$ cat src/rtl/scc_pkg.sv
// scc_pkg: shared FSM state type and default sizing for the memory arbiter.
package scc_pkg;
    typedef enum logic [1:0] {S_IDLE, S_ACCESS, S_RESP} state_t;
    localparam int DEF_ADDR_W      = 32;
    localparam int DEF_DATA_W      = 32;
    localparam int DEF_TIMEOUT_CYC = 255;
endpackage

$ cat src/rtl/scc_rr_arbiter.sv
// scc_rr_arbiter: one-hot grant of the first request at or after the pointer (pointer forced to 0 in fixed mode).
module scc_rr_arbiter #(
    parameter int N  = 2,
    parameter int PW = 1
) (
    input  logic [N-1:0]  i_req,
    input  logic [PW-1:0] i_ptr,
    input  logic          i_rr,
    output logic [N-1:0]  o_gnt
);
    logic [PW-1:0] w_sh;
    logic [N-1:0]  w_rot;
    logic [N-1:0]  w_pick;

    assign w_sh   = i_rr ? i_ptr : '0;
    // rotate so the pointer sits at bit 0, take lowest set bit, rotate back
    assign w_rot  = N'({i_req, i_req} >> w_sh);
    assign w_pick = w_rot & (-w_rot);
    assign o_gnt  = N'(({w_pick, w_pick} << w_sh) >> N);
endmodule

$ cat src/rtl/scc_mem_arbiter.sv
// scc_mem_arbiter: single-outstanding memory arbiter, IDLE -> ACCESS -> RESP.
// Define SCC_ARB_TIMEOUT_EN to compile in the ACCESS watchdog (TIMEOUT_CYC).
module scc_mem_arbiter
    import scc_pkg::*;
#(
    parameter int ADDR_W = DEF_ADDR_W,
    parameter int DATA_W = DEF_DATA_W,
    parameter int NUM_CH = 2,
    parameter int RR_EN  = 0
`ifdef SCC_ARB_TIMEOUT_EN
    ,
    parameter int TIMEOUT_CYC = DEF_TIMEOUT_CYC
`endif
) (
    input  logic                     clk,
    input  logic                     reset,
    input  logic [NUM_CH-1:0]        req_valid,
    output logic [NUM_CH-1:0]        req_ready,
    input  logic [NUM_CH-1:0]        req_write,
    input  logic [NUM_CH*ADDR_W-1:0] req_addr,
    input  logic [NUM_CH*DATA_W-1:0] req_wdata,
    output logic [NUM_CH-1:0]        rsp_valid,
    output logic [DATA_W-1:0]        rsp_rdata,
    output logic                     rsp_err,
    output logic [ADDR_W-1:0]        mem_addr,
    output logic [DATA_W-1:0]        mem_wdata,
    output logic                     mem_read,
    output logic                     mem_write,
    input  logic [DATA_W-1:0]        mem_rdata,
    input  logic                     mem_ready
);
    localparam int PW = (NUM_CH > 1) ? $clog2(NUM_CH) : 1;

    state_t              r_state, w_next;
    logic [PW-1:0]       r_ptr, w_nptr;
    logic [NUM_CH-1:0]   r_gnt, w_gnt;
    logic [ADDR_W-1:0]   r_addr, w_addr;
    logic [DATA_W-1:0]   r_wdata, w_wdata, r_rdata;
    logic                r_write, w_write, w_acc, w_done, w_tmo;

    scc_rr_arbiter #(.N(NUM_CH), .PW(PW)) u_arb (
        .i_req (req_valid),
        .i_ptr (r_ptr),
        .i_rr  (RR_EN != 0),
        .o_gnt (w_gnt)
    );

    always_comb begin
        w_addr  = '0;
        w_wdata = '0;
        w_write = 1'b0;
        w_nptr  = '0;
        for (int i = 0; i < NUM_CH; i++) begin
            if (w_gnt[i]) begin
                w_addr  = req_addr[i*ADDR_W +: ADDR_W];
                w_wdata = req_wdata[i*DATA_W +: DATA_W];
                w_write = req_write[i];
                w_nptr  = PW'((i + 1) % NUM_CH);
            end
        end
    end

    assign w_acc  = (r_state == S_IDLE) && |req_valid;
    assign w_done = (r_state == S_ACCESS) && mem_ready;

`ifdef SCC_ARB_TIMEOUT_EN
    localparam int CW = $clog2(TIMEOUT_CYC + 1);
    logic [CW-1:0] r_cnt;
    logic          r_err;

    assign w_tmo = (r_state == S_ACCESS) && !mem_ready && (r_cnt == CW'(TIMEOUT_CYC - 1));

    always_ff @(posedge clk) begin
        if (reset) begin
            r_cnt <= '0;
            r_err <= 1'b0;
        end else begin
            r_cnt <= (r_state == S_ACCESS) ? r_cnt + CW'(1) : '0;
            if (w_done || w_tmo)
                r_err <= w_tmo;
        end
    end

    assign rsp_err = r_err;
`else
    assign w_tmo   = 1'b0;
    assign rsp_err = 1'b0;
`endif

    always_comb begin
        w_next = r_state;
        case (r_state)
            S_IDLE:   w_next = w_acc ? S_ACCESS : S_IDLE;
            S_ACCESS: w_next = (w_done || w_tmo) ? S_RESP : S_ACCESS;
            default:  w_next = S_IDLE;
        endcase
    end

    always_ff @(posedge clk) begin
        if (reset) begin
            r_state <= S_IDLE;
            r_ptr   <= '0;
            r_gnt   <= '0;
            r_addr  <= '0;
            r_wdata <= '0;
            r_write <= 1'b0;
            r_rdata <= '0;
        end else begin
            r_state <= w_next;
            if (w_acc) begin
                r_gnt   <= w_gnt;
                r_addr  <= w_addr;
                r_wdata <= w_wdata;
                r_write <= w_write;
                if (RR_EN != 0)
                    r_ptr <= w_nptr;
            end
            // writes and timeouts return zero data
            if (w_done || w_tmo)
                r_rdata <= (w_done && !r_write) ? mem_rdata : '0;
        end
    end

    assign req_ready = (r_state == S_IDLE && !reset) ? w_gnt : '0;
    assign mem_read  = (r_state == S_ACCESS) && !r_write;
    assign mem_write = (r_state == S_ACCESS) && r_write;
    assign mem_addr  = r_addr;
    assign mem_wdata = r_wdata;
    assign rsp_valid = (r_state == S_RESP) ? r_gnt : '0;
    assign rsp_rdata = r_rdata;
endmodule

$ cat config.mk
export PLATFORM = sky130hd
export DESIGN_NAME = scc_mem_arbiter
export DESIGN_NICKNAME = d
export VERILOG_FILES = /design/src/rtl/scc_pkg.sv /design/src/rtl/scc_rr_arbiter.sv /design/src/rtl/scc_mem_arbiter.sv
export SDC_FILE = /design/constraint.sdc
export NUM_CORES = 1
export LEC_CHECK = 0
export ABC_AREA = 1
export BUFFER_PORTS_ARGS = -buffer_cell sky130_fd_sc_hd__buf_2
export CAP_MARGIN = 15
export CORE_MARGIN = 3
export CORE_UTILIZATION = 49
export CTS_CLUSTER_SIZE = 12
export DETAILED_ROUTE_END_ITERATION = 7
export PLACE_DENSITY_LB_ADDON = 0.12
export SETUP_SLACK_MARGIN = 0.4
export SKIP_CTS_REPAIR_TIMING = 1
export SLEW_MARGIN = 25
export SYNTH_ARGS = -nofsm -noshare
export SYNTH_HDL_FRONTEND = slang
export SYNTH_SLANG_ARGS = --single-unit
$ cat constraint.sdc
create_clock -name clk -period 1.7 [get_ports clk]
set_input_delay 0.17 -clock clk [delete_from_list [all_inputs] [get_ports clk]]
set_output_delay 0.17 -clock clk [all_outputs]
set_load 0.005 [all_outputs]
==> flow_metrics.py <==
metrics = {
    "die": {
        "dieArea_um2": 11400,
        "ios": 270,
        "start_util_pct": 50.8,
        "die_h_um": 107,
        "std_cell_rows": 36,
        "die_x_um": 107,
        "coreArea_um2": 9820,
    },
    "clock_tree": {
        "cts_tree": "yes",
        "root_buffer": "clkbuf_8",
        "htree_levels": 3,
        "clk_pin_slew_worst_paths_ns": 0.12,
        "cts.sinks": 101,
        "clock_latency_ns": 0.37,
        "ctsLongestPathBuffers": 2,
        "cts_buffers": 9,
    },
    "place": {
        "dpl.hpwl_um": 10400,
        "place.gp.congestion": 0.830,
        "io_buffer_count": 268,
        "dp_cells": 1162,
    },
    "cells_and_area": {
        "areaGrowthSynthToFinish_pct": 33.4,
        "diodes": 0,
        "final_nets": 1215,
        "layout.cells.non_filler": 1186,
        "drive_gt1_share_pct": 30.6,
        "nFillCells": 958,
    },
    "detailed_routing": {
        "drt-met1-wl_um": 5980,
        "routed-wl-met2_um": 6890,
        "dr.pass1.iters": 4,
        "drc": 0,
        "vias": 5630,
        "top_layer": "met4",
        "wl_per_cell_um": 12.3,
        "met3WireLength_um": 1280,
        "drtIter0Drc": 377,
        "ant_nets": 0,
        "wirelength_um": 14600,
        "vias_per_cell": 4.75,
    },
    "critical_path": {
        "worstRegToRegCells": 7,
        "cp.arrival_ns": 1.19,
        "reg2reg_to": "rsp_rdata[25]$_SDFFE_PP0P_",
        "r2r-start": "r_state[0]$_SDFF_PP0_",
        "setup.worst_path.class": "reg2out",
        "critPathLaunchType": "register",
        "path_max_fanout": 4,
        "end_kind": "primary output",
        "required_ns": 1.53,
        "rrSetupSlack_ns": 0.48,
    },
    "timing": {
        "setup-violations-final": 0,
        "grt_setup_unrepaired": "yes",
        "skew_ns": 0.0179,
        "max_freq_mhz": 738,
        "hold_viol": 0,
        "drv_slew": 0,
        "layout_worst_path_cycle_share_pct": 79.7,
        "fin_crit_ns": 1.36,
        "tns_ns": 0,
    },
    "power": {
        "ir_worst_vdd_v": 0.000569,
        "p_total_mw": 5.71,
        "powerDensity_nw_per_um2": 858,
        "power_leakage_nw": 3.77,
    },
    "global_route": {
        "grt_pass1_wl_um": 22300,
        "grt-ovfl-total": 0,
        "grt_max_degree": 100,
        "grt_usage_pct": 24.0,
        "grt_pass1_vias": 4731,
        "antenna_found_initial": 0,
    },
    "logic_synthesis": {
        "yosysTopAreaCell": "dfxtp_1",
        "synth.top_cell.area_share_pct": 40.5,
        "synth_edf_count": 0,
        "ys_types": 19,
        "synth_area_um2": 4990,
        "synth_seq_cells": 101,
        "ys.flop_type": "dfxtp_1",
        "synthTopCellsByCount": "nand2_1, nor2_1, dfxtp_1",
        "async_reset_ff_share_pct": 0,
        "netlist_top_cells_area": "dfxtp_1, nand2_1, nor2_1, nand3_1, inv_1",
        "yosysWarnings": 0,
        "synth_seq_area_share_pct": 40.5,
        "synth_nets": 972,
        "syn_area_per_cell_um2": 6.20,
        "syn_inst": 805,
        "yosysMostFrequentCell": "nand2_1",
    },
    "hold_path": {
        "worstHoldPathCells": 3,
        "hold_path.class": "in2reg",
        "min_to": "rsp_rdata[18]$_SDFFE_PP0P_",
        "hp-start": "mem_rdata[18]",
    },
    "run_status": {
        "status": "finished, final reports clean",
    },
    "job": {
        "maxCapViolCount": 0,
    },
}
## power by group
| group | internal [mW] | leakage [nW] | switching [mW] |
|---|---|---|---|
| logic | 0.612 | 2.83 | 0.804 |
| clock network | 0.720 | 0.106 | 0.898 |
| registers | 2.58 | 0.833 | 0.100 |
| total | 3.91 | 3.77 | 1.80 |
## area by class of cell
cell class                      instances  area, um2  area share (%)
Multi-Input combinational cell        572       2400            36.0
Sequential cell                       101       2030            30.5
Inverter                               71        270            4.06
Clock buffer                            9        124            1.86
Tap cell                              133        166            2.50
Clock inverter                          7       91.3            1.37
Timing Repair Buffer                  293       1580            23.8
## critical path, stage by stage, from the launching register on
cell and delay, ns:
dfxtp_4 0.38, nor2_4 0.14, nand2_2 0.09, nor2_1 0.08, buf_2 0.15
## placed cells by master, fill, tap and decap left out
master,synthesis,final
nand3_1,67,67
or2_2,1,1
inv_2,2,4
inv_8,0,1
buf_12,0,2
o21ai_4,1,1
dlymetal6s2s_1,0,1
inv_6,0,3
nand2_2,0,1
clkinv_8,0,1
o21ai_0,2,2
dfxtp_4,0,1
nand2_1,295,294
a21oi_1,33,32
buf_6,1,2
a21oi_2,0,1
conb_1,1,1
and3_1,2,2
buf_4,10,19
nor2_4,2,2
bufinv_16,0,1
buf_2,32,268
inv_1,68,66
nor2_1,136,136
clkbuf_8,0,9
clkbuf_16,0,1
dfxtp_2,0,2
clkinvlp_4,0,2
dfxtp_1,101,98
nand4_1,32,32
## logic make-up (layout without fill, tap and decap cells)
logic type / count (synthesis) / in the layout / share of synthesized area (%)
AND/OR/NAND/NOR: 535 / 535 / 44.0
buffers and inverters: 132 / 380 / 11.6
flip-flops: 101 / 101 / 40.5
AO/OA/AOI/OAI: 36 / 36 / 3.83
other: 1 / 1 / 0.0751
## registers in the layout, indices dropped and copies added (netlist names)
register and flops:
r_write 1, r_state 2, r_gnt 2, mem_addr 32
mem_wdata 32, rsp_rdata 32
## metrics by stage
stage / cell area [um2] / setup slack (ns) / hold WS [ns] / util [%]
global placement: 6340 / 0.422 / 0.447 / 64.6
floorplan: 4990 / 0.578 / 0.337 / -
global route: 6660 / 0.283 / 0.0475 / 67.8
detailed placement: 6340 / 0.414 / 0.453 / 64.6
CTS: 6550 / 0.238 / 0.0422 / 66.7
finish: 6660 / 0.344 / 0.0547 / 67.8
## how the worst max path moves through the flow
stage,slack [ns],end,cells past startpoint,startpoint
2_1_floorplan,0.58,mem_wdata[10]$_SDFFE_PP0P_,7,r_state[1]$_SDFF_PP0_
3_3_place_gp,0.42,mem_addr[29]$_SDFFE_PP0P_,6,r_state[1]$_SDFF_PP0_
3_5_place_dp,0.41,mem_addr[27]$_SDFFE_PP0P_,6,r_state[1]$_SDFF_PP0_
4_1_cts,0.24,mem_write,5,r_state[0]$_SDFF_PP0_
5_1_grt,0.28,req_ready[0],4,r_state[1]$_SDFF_PP0_
6_report,0.34,req_ready[0],4,r_state[1]$_SDFF_PP0_
## layer usage
| layer | track usage, % | up-vias |
|---|---|---|
| li1 | - | 2948 |
| met1 | 29.7 | 2434 |
| met2 | 39.5 | 215 |
| met3 | 6.56 | 33 |
| met4 | 9.86 | 0 |
| met5 | 0 | - |
Power figures use the tool's default switching activity.
